--- src/rtl/basic_sync_fifo.sv ---
// First-word-fall-through single-clock FIFO used as the NoC link flit buffer.
// Head entry is presented combinationally from registered state; DEPTH need not be a power of two.
module basic_sync_fifo #(
    parameter int DATA_WIDTH = 32,
    parameter int DEPTH      = 4
) (
    input  logic                  clock,
    input  logic                  reset,
    input  logic [DATA_WIDTH-1:0] data_in,
    input  logic                  enq,
    output logic                  full,
    output logic [DATA_WIDTH-1:0] data_out,
    output logic                  valid_out,
    input  logic                  deq
);

    localparam int PTR_W = (DEPTH > 1) ? $clog2(DEPTH) : 1;
    localparam int CNT_W = $clog2(DEPTH + 1);
    localparam logic [PTR_W-1:0] LAST_IDX  = PTR_W'(DEPTH - 1);
    localparam logic [CNT_W-1:0] FULL_CNT  = CNT_W'(DEPTH);

    logic [DATA_WIDTH-1:0] mem_q [DEPTH];
    logic [DATA_WIDTH-1:0] mem_d [DEPTH];
    logic [PTR_W-1:0]      wr_ptr_q, wr_ptr_d;
    logic [PTR_W-1:0]      rd_ptr_q, rd_ptr_d;
    logic [CNT_W-1:0]      count_q,  count_d;

    logic wr_accept;
    logic rd_accept;

    assign full      = (count_q == FULL_CNT);
    assign valid_out = (count_q != '0);
    assign data_out  = valid_out ? mem_q[rd_ptr_q] : '0;

    // Acceptance depends only on registered flags, so a dropped enq never
    // becomes legal just because a deq frees a slot in the same cycle.
    assign wr_accept = enq && !full;
    assign rd_accept = deq && valid_out;

    // NOTE: every signal gets its default first so no path leaves it unassigned
    // and no latch is inferred.
    always_comb begin
        mem_d    = mem_q;
        wr_ptr_d = wr_ptr_q;
        rd_ptr_d = rd_ptr_q;
        count_d  = count_q;

        if (wr_accept) begin
            mem_d[wr_ptr_q] = data_in;
            wr_ptr_d        = (wr_ptr_q == LAST_IDX) ? '0 : wr_ptr_q + PTR_W'(1);
        end

        if (rd_accept) begin
            rd_ptr_d = (rd_ptr_q == LAST_IDX) ? '0 : rd_ptr_q + PTR_W'(1);
        end

        case ({wr_accept, rd_accept})
            2'b10:   count_d = count_q + CNT_W'(1);
            2'b01:   count_d = count_q - CNT_W'(1);
            default: count_d = count_q;
        endcase
    end

    // NOTE: non-blocking assignments for all state so every flop samples the
    // pre-edge values of its neighbours.
    always_ff @(posedge clock) begin
        if (!reset) begin
            // NOTE: storage is cleared on reset as well, so stale flits can
            // never reappear after a mid-operation reset.
            mem_q    <= '{default: '0};
            wr_ptr_q <= '0;
            rd_ptr_q <= '0;
            count_q  <= '0;
        end else begin
            mem_q    <= mem_d;
            wr_ptr_q <= wr_ptr_d;
            rd_ptr_q <= rd_ptr_d;
            count_q  <= count_d;
        end
    end

endmodule

--- config.mk ---
export PLATFORM = sky130hd
export DESIGN_NAME = basic_sync_fifo
export DESIGN_NICKNAME = d
export VERILOG_FILES = /design/src/rtl/basic_sync_fifo.sv
export SDC_FILE = /design/constraint.sdc
export NUM_CORES = 1
export LEC_CHECK = 0
export CORE_MARGIN = 2
export CORE_UTILIZATION = 35
export DETAILED_ROUTE_END_ITERATION = 12
export SKIP_LAST_GASP = 1
export SLEW_MARGIN = 20
export SYNTH_ARGS = -nofsm -noshare
export SYNTH_HDL_FRONTEND = slang
export SYNTH_SLANG_ARGS = --single-unit
--- constraint.sdc ---
create_clock -name clock -period 5.2 [get_ports clock]
set_input_delay 0.52 -clock clock [delete_from_list [all_inputs] [get_ports clock]]
set_output_delay 0.52 -clock clock [all_outputs]
set_load 0.01 [all_outputs]
Word level (Yosys, flattened, before mapping) --
Index checks and enable logic that the tools add are counted. W data, S select, Z words.
Word-level totals: output and inout port bits 34, register bits 135, logic and storage cells 37, input bits 36
Operators by class: equality and inequality tests 5, bitwise logic cells 2, $lt $le $gt $ge 3, multiplexer cells 10, add/sub/neg operators 4, reduce and logical (&&, ||, !) cells 6
Operator list (count):
- $bwmux W128 | 1
- $mux W32 | 4
- $bmux W32 S2 | 1
- $demux W32 S2 | 1
- $eq A2 B2 Y1 const B | 3
- $ge A3 B3 Y1 const B | 2
- $not A2 Y3 | 2
- $pmux W3 S2 | 1
- $add A2 B1 Y2 const B | 2
- $mux W2 | 2
- $add A3 B1 Y3 const B | 1
- $eq A3 B3 Y1 const B | 1
- $logic_and A1 B1 Y1 | 3
- $lt A3 B1 Y1 const B | 1
- $reduce_bool A3 Y1 | 1
- $sub A3 B1 Y3 const B | 1
- $eq A2 B1 Y1 const B | 1
- $reduce_bool A2 Y1 | 1
- $logic_not A1 Y1 | 1

Depth between registers and ports, before layout --
Gate-level depths: netlist (run 1).
depth in word-level cells 6, mapped depth 10, gate-level depth less buffers 9

Worst setup path after synthesis (run 1) --
Ideal clock, no wire load.
path kind reg2reg, start point register count_q[0], end point register count_q[2], setup time 76 ps, slack 2915 ps, data arrival time 2210 ps, stages on the path, launching flop included 11, path through dfxtp_1 -> or3b_1 -> buf_6 -> and2_1 -> inv_1 -> ha_1 -> inv_1 -> fa_1 -> xor2_1 -> or3_1 -> a21boi_0
On the way: word-level cells in the longest chain between the ends 5
RTL lines:
- start: declaration | RTL line 26 | logic [CNT_W-1:0] count_q, count_d;
- start signal: assignment | RTL line 78 | count_q <= count_d;
- $eq A3 B3 Y1 | RTL line 31 | assign full = (count_q == FULL_CNT);
- $logic_not A1 Y1 | RTL line 37 | assign wr_accept = enq && !full;
- $logic_and A1 B1 Y1 | RTL line 37
- $eq A2 B1 Y1 or $eq A2 B2 Y1 (tied branches) | RTL line 57 | case ({wr_accept, rd_accept})
- $pmux W3 S2 or $reduce_bool A2 Y1 (tied branches)
Several ways; a longest one is shown, not always the timed one. A chain may end at the register's enable or synchronous reset.

Final worst setup path (run 1) --
start point register rd_ptr_q[1], end point output data_out[1]
On the way: word-level cells in the longest chain between the ends 5
RTL lines:
- start: declaration | RTL line 25 | logic [PTR_W-1:0] rd_ptr_q, rd_ptr_d;
- start signal: assignment | RTL line 77 | rd_ptr_q <= rd_ptr_d;
- $not A2 Y3 (implied by the code) | RTL line 33 | assign data_out = valid_out ? mem_q[rd_ptr_q] : '0;
- $bmux W32 S2 | RTL line 33
- $mux W32 (implied by the code) (2 in series) | RTL line 33
- $mux W32 | RTL line 33
- end: declaration | RTL line 12 | output logic [DATA_WIDTH-1:0] data_out,
Every way passes these cells. The select of a mux whose other input is x is not followed.

==> results.md, run 1 <==
- Drt first-iter violations: 256
- Switching share of total power: 27.2%
- Top-area cell type share of the netlist area: 43.3%
- Total track usage: 15.6%
- Wire per inst: 15.9 µm
- Clk buf depth: 2
- Top-Level Pins: 70
- H-Tree Level Count: 4
- Switching Power: 0.000881 W
- Crit Path Max Fanout: 22
- Synthesized area: 0.00624 mm²
- Initial antenna violation count: 0
- Vias per cell: 4.81
- Worst-margin pin slew: 0.981 ns
- Required @ worst endpoint: 4.68 ns
- Final setup violation count: 0
- Family with the most delay on the worst path: buffers and inverters
- Vias: 4150
- Clock Latency Late Sink: 0.41 ns
- CP bufs+invs: 2
- Worst slack at placement: 2.15 ns
- Layout Nets: 668
- Worst slew margin: 34.6%
- Setup Skew: 0.00632 ns
- Post-CTS Resized: 0
- Synthesized Nets: 623
- Register area: 0.00271 mm²
- Tcrit/Tclk final: 65.5%
- Worst EP arrival: 2.89 ns
- Synth top area cells: dfxtp_1 43%, mux2i_1 21%, mux4_2 12%
- CP max stage delay: 0.85 ns
- Post-Syn Instances: 580
- Worst-path clk slew: 0.06 ns
- First-pass GRT wire length: 22300 µm
- Ant diodes: 0
- Root buf cell: clkbuf_16
- Largest net degree at the start of global routing: 73
- Number of synthesized flops with an enable pin: 0
- CP Class: reg2out
- Combinational power share: 21.8%
- Setup TNS: 0 ns
- Yosys top cell by area: dfxtp_1
- Vias in the first global route: 4338
- Detailed-route wire length: 13700 µm
- Die height: 138 µm
- Primary FF master, synth: dfxtp_1
- Max cap viols: 0
- Slowest CP cell: dfxtp_2
- Part of the Yosys area used for sequential elements: 43.3%
- Critical-path cell list: buf_4 > mux4_2 > and2_1 > clkdlybuf4s50_1
- Run status: finished, final reports clean
- Clock sink count: 135
- Drt first pass iters: 4
- Syn Area/Cell: 10.8 µm²
- TritonCTS clock tree: done
- Width of the die: 138 µm
- Initial Util: 36.0%
- CTS Hold Bufs: 0
- # fillers: 1622
- Final Max Tran Viols: 0
- Ys Warns: 0
- Pwr dens: 433 mW/mm²
- Fin area: 0.00747 mm²
- Hold Vio Cnt, Final: 0
- Sequential fraction of design power: 38.3%
- Multi-input gate area: 0.00309 mm²
- Post-synth top cells: 165 x nand2_1, 135 x dfxtp_1, 128 x mux2i_1
- # port buffers: 69
- Synth unique cells: 24
- Critical Path Sink Type: output port
- Antenna viol nets, final: 0
- Clock power share: 39.8%
- Postcts setup bufs: 0
- Internal power: 0.00235 W
- Global route overflow: 0
- Final WS setup: 1.79 ns
- Share of cells above drive strength 1: 11.6%
- Pleak: 2.66 nW
- Tmin final: 3.41 ns
- Worst Hold Class: reg2reg
- Crit start category: register
- DP Area: 0.00683 mm²
- Cell with the most instances after synthesis: nand2_1
- P&R area growth vs syn: 19.7%
- Core box area: 0.0174 mm²
- Full die area: 0.0189 mm²
- Fmax achieved: 0.293 GHz
- RSZ-0062 raised after global routing: false
- Number of remaining DRC errors: 0
- Flops & latches, synth: 135
- Peak supply drop: 0.222 mV
- Post-DP HPWL: 8360 µm
- Row Count: 48
- RePlAce Congestion: 0.658
- Asr flop ratio synth: 0%
- CTS buffer count: 17
power groups by stage:
stage	clock network (W)	logic (W)	registers [W]
2_1_floorplan	0	0.000568	0.00118
3_3_place_gp	0	0.000702	0.00126
3_5_place_dp	0	0.000722	0.00126
4_1_cts	0.00132	0.000721	0.00124
5_1_grt	0.00136	0.000775	0.00126
6_report	0.00129	0.000707	0.00124
logic make-up after synthesis:
group / count (synthesis) / share of synthesized area [%]
buffers and inverters: 55 / 7.10
XOR/XNOR: 2 / 0.281
adder cells (fa/ha/maj): 7 / 1.52
AND/OR/NAND/NOR: 213 / 15.0
flip-flops: 135 / 43.3
multiplexers: 160 / 32.1
AO/OA/AOI/OAI: 8 / 0.722
flip-flops by register name, indices dropped and copies added, names as in the netlist:
signal	cells
wr_ptr_q	2
rd_ptr_q	2
mem_q	128
count_q	3
worst paths after layout:
kind | end | startpoint | slack [ns] | depth (start not counted)
setup / recovery | data_out[1] | rd_ptr_q[1] | 1.79 | 4
hold reg to reg | mem_q[100] | mem_q[100] | 0.45 | 2
setup reg to reg | count_q[2] | count_q[0] | 2.73 | 9
hold / removal | mem_q[100] | mem_q[100] | 0.45 | 2
worst reg2reg max path: cells and delay by family (launching register included):
family | cells | cell delay (ns)
and+or+nand+nor | 3 | 1.06
DFF | 1 | 0.35
xor gates and xnor gates | 1 | 0.16
AOI/OAI and AO/OA | 1 | 0.16
buffers and inverters | 2 | 0.12
adders and majority gates | 2 | 0.54
cell type report:
type                    count  area share [%]
flip-flops and latches    135            36.2
inverters                   8           0.402
repair buffers             73            9.62
multi-input cells         390            41.4
clock inverters             9            1.94
clock buffers              22            6.62
well taps                 225            3.77
layer usage:
| layer | share of wire (%) | global-route usage [%] | vias to the layer above |
|---|---|---|---|
| met3 | 3.4 | 4.12 | 6 |
| met2 | 51 | 26.7 | 65 |
| li1 | - | - | 2055 |
| met5 | 0 | 0 | - |
| met1 | 45 | 19.4 | 2024 |
| met4 | 0.53 | 4.35 | 0 |
placed cells by master, fill, tap and decap left out, drive strengths merged:
cell type / n
o31ai: 1
xor2: 1
or3b: 1
ha: 6
buf: 5
clkbuf: 22
nand2: 165
xnor2: 1
o21ai: 6
inv: 8
dfxtp: 135
nor2: 2
fa: 1
mux2i: 128
or3: 2
bufinv: 4
nand4: 2
mux4: 32
clkdlybuf4s50: 68
and2: 35
clkinv: 5
a21boi: 1
and3: 4
nand3: 2
per-stage QoR:
stage                     util (%)  hold slack [ns]  cells  total power, W
after floorplan                  -            0.432    580         0.00175
after global placement        39.3            0.439    831         0.00196
after detailed placement      39.3            0.447    831         0.00198
after CTS                     43.0            0.455    862         0.00328
after global routing          43.0            0.471    862         0.00339
final                         43.0            0.453    862         0.00324
(Power assumes the default switching activity.)
==> run 2: changes to the inputs <==
==> constraint.sdc (replaced) <==
create_clock -name clock -period 3.45 [get_ports clock]
set_input_delay 0.345 -clock clock [delete_from_list [all_inputs] [get_ports clock]]
set_output_delay 0.345 -clock clock [all_outputs]
set_load 0.01 [all_outputs]
==> run 2 against run 1 <==
  * Global-route usage fell by 0.23 points
  * Utilization increased by 0.051 points
  * Die area stayed put
  * Power increased by 49%
  * Final cell count grew 0.35%
  * Critical path depth unchanged
  * Setup slack got worse by 1.1 ns
  * Wire length down 0.28%
  * Combinational power up 64%
  * Register-to-register slack worse by 1.8 ns
==> results.md, run 2 (synthesis gave the netlist of run 1 again) <==
- Critical Path Sink Type: output port
- CTS Hold Bufs: 0
- Die height: 138 µm
- Root buf cell: clkbuf_16
- Global route overflow: 0
- Fmax achieved: 0.361 GHz
- P&R area growth vs syn: 19.8%
- Max cap viols: 0
- Crit start category: register
- Vias: 4255
- Largest registers: mem_q x128, count_q x3
- R2R setup slack: 0.94 ns
- Hold Path Depth: 2
- Worst EP arrival: 2.43 ns
- Peak supply drop: 0.409 mV
- Layout Nets: 670
- Initial Util: 36.0%
- Largest net degree at the start of global routing: 70
- Largest Register: mem_q
- Final Max Tran Viols: 0
- Hold path startpoint: mem_q[15]
- Worst-margin pin slew: 0.700 ns
- Core box area: 0.0174 mm²
- Worst-path clk slew: 0.06 ns
- Clock sink count: 135
- Max reg flops: 128
- Clock Latency Late Sink: 0.42 ns
- Crit Path Max Fanout: 10
- Fin area: 0.00748 mm²
- Tmin final: 2.77 ns
- Clk buf depth: 2
- Width of the die: 138 µm
- Drt first-iter violations: 234
- Vias in the first global route: 4438
- First-pass GRT wire length: 22200 µm
- Commonest non-fill, non-tap cell in the layout: nand2_1
- # fillers: 1651
- Detailed-route wire length: 13700 µm
- Ant diodes: 0
- Tcrit/Tclk final: 80.4%
- Number of remaining DRC errors: 0
- CTS buffer count: 17
- Most frequent cells in the layout: 165 x nand2_1, 133 x dfxtp_1, 128 x mux2i_1
- Post-DP HPWL: 8670 µm
- R2R cell count: 9
- Setup TNS: 0 ns
- CP Class: reg2out
- H-Tree Level Count: 4
- Worst slew margin: 53.3%
- Drt first pass iters: 5
- RePlAce Congestion: 0.680
- TritonCTS clock tree: done
- Wire per inst: 15.8 µm
- Total track usage: 15.4%
- Worst hold endpoint: mem_q[15]
- Final setup violation count: 0
- Initial antenna violation count: 0
- Row Count: 48
- Required @ worst endpoint: 3.11 ns
- Top-Level Pins: 70
- Run status: finished, final reports clean
- R2r endpoint: count_q[2]
- Post-CTS Resized: 0
- Pwr dens: 643 mW/mm²
- Postcts setup bufs: 0
- Pleak: 2.65 nW
- Hold slack: 0.455 ns
- Antenna viol nets, final: 0
- Worst Hold Class: reg2reg
- Share of cells above drive strength 1: 11.9%
- # port buffers: 69
- Hold Vio Cnt, Final: 0
- Reg-to-Reg Start: count_q[2]
- Setup Skew: 0.00615 ns
- DP Area: 0.00687 mm²
- Vias per cell: 4.92
- RSZ-0062 raised after global routing: false
- Full die area: 0.0189 mm²
run 2: critical path, stage by stage, from the launching register on:
cell	delay, ns
dfxtp_2	0.52
buf_4	0.31
mux4_2	0.51
and2_1	0.18
clkdlybuf4s50_1	0.48
run 2: power breakdown:
part	switching, W	internal, W	total, W
clock	0.000678	0.00117	0.00185
sequential	0.0000946	0.00170	0.00179
combinational	0.000597	0.000566	0.00116
total	0.00137	0.00344	0.00481
run 2: layout make-up:
class | count | area (µm²) | share of cell area (%)
clock inverter | 12 | 151 | 2.02
sequential | 135 | 2710 | 36.2
tap | 225 | 282 | 3.77
clock buffer | 20 | 457 | 6.11
timing repair buffer | 75 | 758 | 10.1
inverter | 8 | 30.0 | 0.402
multi-input combinational | 390 | 3090 | 41.4
run 2: worst max-delay path by stage:
| stage | slack (ns) | cells after the start | end | from |
|---|---|---|---|---|
| 2_1_floorplan | 1.16 | 10 | count_q[2] | count_q[0] |
| 3_3_place_gp | 1.07 | 4 | data_out[23] | rd_ptr_q[1] |
| 3_5_place_dp | 0.95 | 9 | count_q[2] | count_q[2] |
| 4_1_cts | 0.58 | 4 | data_out[29] | count_q[0] |
| 5_1_grt | 0.53 | 4 | data_out[29] | count_q[0] |
| 6_report | 0.68 | 4 | data_out[1] | rd_ptr_q[1] |
run 2: through the flow:
| stage | setup WS [ns] | total power, W | util (%) | std cells |
|---|---|---|---|---|
| after global routing | 0.526 | 0.00504 | 43.1 | 865 |
| final | 0.676 | 0.00481 | 43.1 | 865 |
| after detailed placement | 0.952 | 0.00302 | 39.6 | 833 |
| after floorplan | 1.16 | 0.00264 | - | 580 |
| after global placement | 1.07 | 0.00298 | 39.6 | 833 |
| after CTS | 0.577 | 0.00487 | 43.1 | 865 |
run 2: layer usage:
metal	up-vias	global-route usage (%)	share of wire [%]
li1	2058	-	-
met4	0	4.18	1.0
met3	13	4.23	4.3
met1	2105	19.2	46
met2	79	26.0	48
met5	-	0	0
